==> src/rtl/mod_ctrl.sv <==
// Sequencing controller for an iterative "a mod b" datapath: latches operands,
// issues load/compare/subtract/assign/finish strobes and reports the remainder.
`timescale 1ns/1ps

// state | meaning
// IDLE  | waiting for start; accepts a new operation (also during the valid cycle)
// LOAD  | asg_tempp: datapath loads temp from a_op
// COMP  | make_comp: datapath registers temp < b
// CHK   | decide: finish, subtract again, or give up on timeout
// SUB   | make_sub: datapath computes temp - b; iteration counted here
// ASG   | make_asg: datapath writes the difference back to temp
// FIN   | done: datapath presents temp on result_dp next cycle
// CAPT  | register result_dp and raise valid
module mod_ctrl #(
   parameter int MAX_ITER = 1024
) (
   input  logic        CLK,
   input  logic        RST,
   input  logic        start,
   input  logic [31:0] a_in,
   input  logic [31:0] b_in,
   input  logic        lt,
   input  logic [31:0] result_dp,
   output logic [31:0] a_op,
   output logic [31:0] b_op,
   output logic        asg_tempp,
   output logic        make_sub,
   output logic        make_asg,
   output logic        make_comp,
   output logic        done,
   output logic        busy,
   output logic        valid,
   output logic [31:0] result,
   output logic        err_div0,
   output logic        err_timeout,
   output logic [31:0] iter_cnt
);

   typedef enum logic [2:0] {
      IDLE, LOAD, COMP, CHK, SUB, ASG, FIN, CAPT
   } state_t;

   localparam logic [31:0] ITER_LIMIT = 32'(MAX_ITER);

   state_t state, state_nxt;
   logic   div0_req;
   logic   limit_hit;

   assign div0_req  = start && (b_in == 32'd0);
   assign limit_hit = (iter_cnt >= ITER_LIMIT);

   always_comb begin
      state_nxt = state;
      asg_tempp = 1'b0;
      make_comp = 1'b0;
      make_sub  = 1'b0;
      make_asg  = 1'b0;
      done      = 1'b0;
      busy      = (state != IDLE);
      case (state)
         IDLE: if (start && !div0_req) state_nxt = LOAD;
         LOAD: begin
            asg_tempp = 1'b1;
            state_nxt = COMP;
         end
         COMP: begin
            make_comp = 1'b1;
            state_nxt = CHK;
         end
         CHK: begin
            if (lt)              state_nxt = FIN;
            else if (!limit_hit) state_nxt = SUB;
            else                 state_nxt = IDLE;
         end
         SUB: begin
            make_sub  = 1'b1;
            state_nxt = ASG;
         end
         ASG: begin
            make_asg  = 1'b1;
            state_nxt = COMP;
         end
         FIN: begin
            done      = 1'b1;
            state_nxt = CAPT;
         end
         CAPT:    state_nxt = IDLE;
         default: state_nxt = IDLE;
      endcase
   end

   // valid and the error flags are single-cycle pulses; everything else holds.
   always_ff @(posedge CLK) begin
      if (RST) begin
         state       <= IDLE;
         a_op        <= '0;
         b_op        <= '0;
         result      <= '0;
         iter_cnt    <= '0;
         valid       <= 1'b0;
         err_div0    <= 1'b0;
         err_timeout <= 1'b0;
      end else begin
         state       <= state_nxt;
         valid       <= 1'b0;
         err_div0    <= 1'b0;
         err_timeout <= 1'b0;
         case (state)
            IDLE: begin
               if (div0_req) begin
                  valid    <= 1'b1;
                  err_div0 <= 1'b1;
                  result   <= '0;
                  iter_cnt <= '0;
               end else if (start) begin
                  a_op     <= a_in;
                  b_op     <= b_in;
                  iter_cnt <= '0;
               end
            end
            CHK: begin
               if (!lt && limit_hit) begin
                  valid       <= 1'b1;
                  err_timeout <= 1'b1;
                  result      <= '0;
               end
            end
            SUB:  iter_cnt <= iter_cnt + 32'd1;
            CAPT: begin
               result <= result_dp;
               valid  <= 1'b1;
            end
            default: ;
         endcase
      end
   end

endmodule

==> config.mk <==
export PLATFORM = sky130hd
export DESIGN_NAME = mod_ctrl
export DESIGN_NICKNAME = d
export VERILOG_FILES = /design/src/rtl/mod_ctrl.sv
export SDC_FILE = /design/constraint.sdc
export NUM_CORES = 1
export LEC_CHECK = 0
export BUFFER_PORTS_ARGS = -buffer_cell sky130_fd_sc_hd__buf_2
export CAP_MARGIN = 15
export CORE_MARGIN = 4
export CORE_UTILIZATION = 51
export DETAILED_ROUTE_END_ITERATION = 16
export PLACE_DENSITY = 0.87
export SYNTH_ARGS = -nofsm -noshare
export SYNTH_HDL_FRONTEND = slang
export SYNTH_SLANG_ARGS = --single-unit
==> constraint.sdc <==
create_clock -name CLK -period 4 [get_ports CLK]
set_input_delay 0.4 -clock CLK [delete_from_list [all_inputs] [get_ports CLK]]
set_output_delay 0.4 -clock CLK [all_outputs]
set_load 0.005 [all_outputs]
==> run metrics <==
outcome=finished, final reports clean; Detail Placement HPWL=between 10000 and 15000 um; Min-Delay Path Depth=2; TritonRoute pass-1 iters=5; clock period minus worst slack=around 2700 ps; Avg Cell Area, Syn=between 10 and 15 um^2; Slew Limit Fails=0; Power Density=around 450 nW/um^2; post-CTS setup buffers=0; Max clock buf depth=2; total track usage=0.248; total global routing overflow=0; via count=between 4k and 5k; RSZ-0062 raised after global routing=false; R2R setup slack=1600 ps; share of cells above drive strength 1=0.371; Unique masters post-synth=50; DRC=0; worst slew pin tran=about 1100 ps; vias in the first global route=slightly below 5k; period utilization=0.672; Final Hold Fails=0; IO Count=approximately 240; clock-pin slew on the worst setup and hold paths=60 ps; Clock Skews=between 9 and 10 ps; filler instances=about 800; H-tree depth=4; Die Ht=111 um; FMAX=about 370 MHz; Wirelength per Cell=approximately 17 um; cell area after layout=between 7000 and 8000 um^2; CTS Root Cell=clkbuf_8; setup tns final=0 ps; sequential cell area fraction in the yosys report=0.498; Worst slew margin=0.282; post-CTS sizing=0; # placed instances=roughly 880; # clock sinks=roughly 130; Core Rows=37; r2r worst-path depth=7; vias per std cell=roughly 5.5; Starting DRT DRC Count=around 500; critical path startpoint category=flop; Antenna Diode Count=0; Die Area=between 10000 and 15000 um^2; met3 usage=0.0764; clock buffer count from CTS=17; post-synthesis async set-or-reset flop share=0; Synth Register Bits=134; setup ws final=between 1000 and 1500 ps; initial core utilization=0.522; class of the most critical setup path=reg2out; met2 usage=0.429; yosys warns=0; floorplan core area=roughly 10000 um^2; Area after DPL=6560 um^2; max_cap viols=0; CP arrival=roughly 2300 ps; Port Buffer Count=between 200 and 250; Synth Cell Area=about 5400 um^2; Clock Latency Late Sink=520 ps; Post-synth top flop=dfxtp_1; endpoint kind of the worst setup timing path=output pin; Worst Path Max Fanout=21; GRT Max-Usage Layer=met2; Worst EP required=approximately 3600 ps; post-route insts no fill=905; Net count, final=around 860; commonest non-fill, non-tap cell in the layout=buf_2; Area growth syn-to-layout=32.4%; TritonCTS clock tree=done; largest net degree at the start of global routing=~110; Synth Net Count=634; final setup vio count=0; met1 Resource Use GR=0.288; chip width=111 um; DRT Wirelength=15400 um; EDFF count, synth=0; hold crit path type=in2reg; hold slack=102 ps; gpl congestion=around 0.85; initial antenna violation count=1; hold buffer count at cts=0; peak supply drop=0.000337 V; cell count after synthesis=roughly 530; first-pass GRT wire length=about 25000 um; post-place setup slack=~1000 ps; most frequent cells in the layout=buf_2 (235), dfxtp_1 (134), nor2_1 (91), mux2i_1 (64), a22o_1 (32); post-route antenna net violation count=0; Leakage=roughly 3.6 nW
-- state kept, by name (all words and copies together) (netlist names) --
register / flops
b_op: 32
err_timeout: 1
a_op: 32
iter_cnt: 32
result: 32
err_div0: 1
state: 3
valid: 1
-- synth_stat cells, drive strengths merged (2+ instances only) --
master / n / area (um^2)
a211oi: 3 / 22.5
a21o: 2 / 16.3
a21oi: 19 / 95.1
a22o: 32 / 280
a22oi: 2 / 15.0
a311oi: 4 / 52.6
and3: 3 / 18.8
and4: 2 / 17.5
buf: 16 / 158
clkbuf: 14 / 62.6
dfxtp: 134 / 2680
dlygate4sd1: 2 / 17.5
ha: 2 / 25.0
inv: 8 / 30.0
mux2: 9 / 101
mux2i: 64 / 641
nand2: 21 / 78.8
nand3: 17 / 95.1
nand4: 16 / 113
nor2: 92 / 353
nor2b: 2 / 12.5
nor3: 12 / 81.3
nor4: 16 / 145
o211ai: 7 / 52.6
o21ai: 8 / 40.0
or2: 6 / 37.5
or3: 8 / 50.1
or4: 2 / 22.5
-- power by group --
| group | total (mW) | internal, mW | switching [mW] |
|---|---|---|---|
| Sequential | 1.43 | 1.39 | 0.0336 |
| Clock | 1.46 | 0.940 | 0.518 |
| Combinational | 0.343 | 0.162 | 0.181 |
-- final cells by class --
| type | instances | area, um^2 | area share |
|---|---|---|---|
| flip-flops and latches | 134 | 2680 | 0.376 |
| multi-input cells | 358 | 2450 | 0.344 |
| repair buffers | 240 | 1240 | 0.174 |
| clock buffers | 25 | 484 | 0.0679 |
| well taps | 136 | 170 | 0.0239 |
| clock inverters | 4 | 70.1 | 0.00982 |
| inverters | 8 | 30.0 | 0.00421 |
-- final timing paths --
check | start | end
worst max-delay path | state[2]$_SDFFE_PP0P_ | make_sub
worst min-delay path | result_dp[8] | result[8]$_SDFFE_PP0P_
worst max register to register | state[2]$_SDFFE_PP0P_ | a_op[7]$_SDFFE_PP0P_
worst min register to register | result[5]$_SDFFE_PP0P_ | result[5]$_SDFFE_PP0P_
-- layer usage --
| metal | share of wire | wire length [um] | vias up |
|---|---|---|---|
| met5 | 0.00045 | 7 | - |
| met4 | 0.020 | 305 | 2 |
| met3 | 0.064 | 990 | 28 |
| met2 | 0.52 | 7930 | 203 |
| met1 | 0.40 | 6160 | 2354 |
| li1 | - | - | 2362 |
-- cell families after synthesis --
family,after synthesis,share of synthesized area
buf+inv,40,0.0497
simple gates,201,0.196
compound gates,82,0.114
flops,134,0.498
mux,73,0.138
fa+ha+maj,2,0.00464
-- critical path, cell delays in order (launching register included) --
cell	delay (ps)
dfxtp_1	490
or3b_1	650
inv_2	430
buf_2	190
-- metrics by stage --
stage,util,total power [mW]
2_1_floorplan,-,1.65
4_1_cts,0.689,3.26
3_5_place_dp,0.635,1.79
6_report,0.691,3.23
3_3_place_gp,0.635,1.78
5_1_grt,0.691,3.37
(Power assumes the default switching activity.)
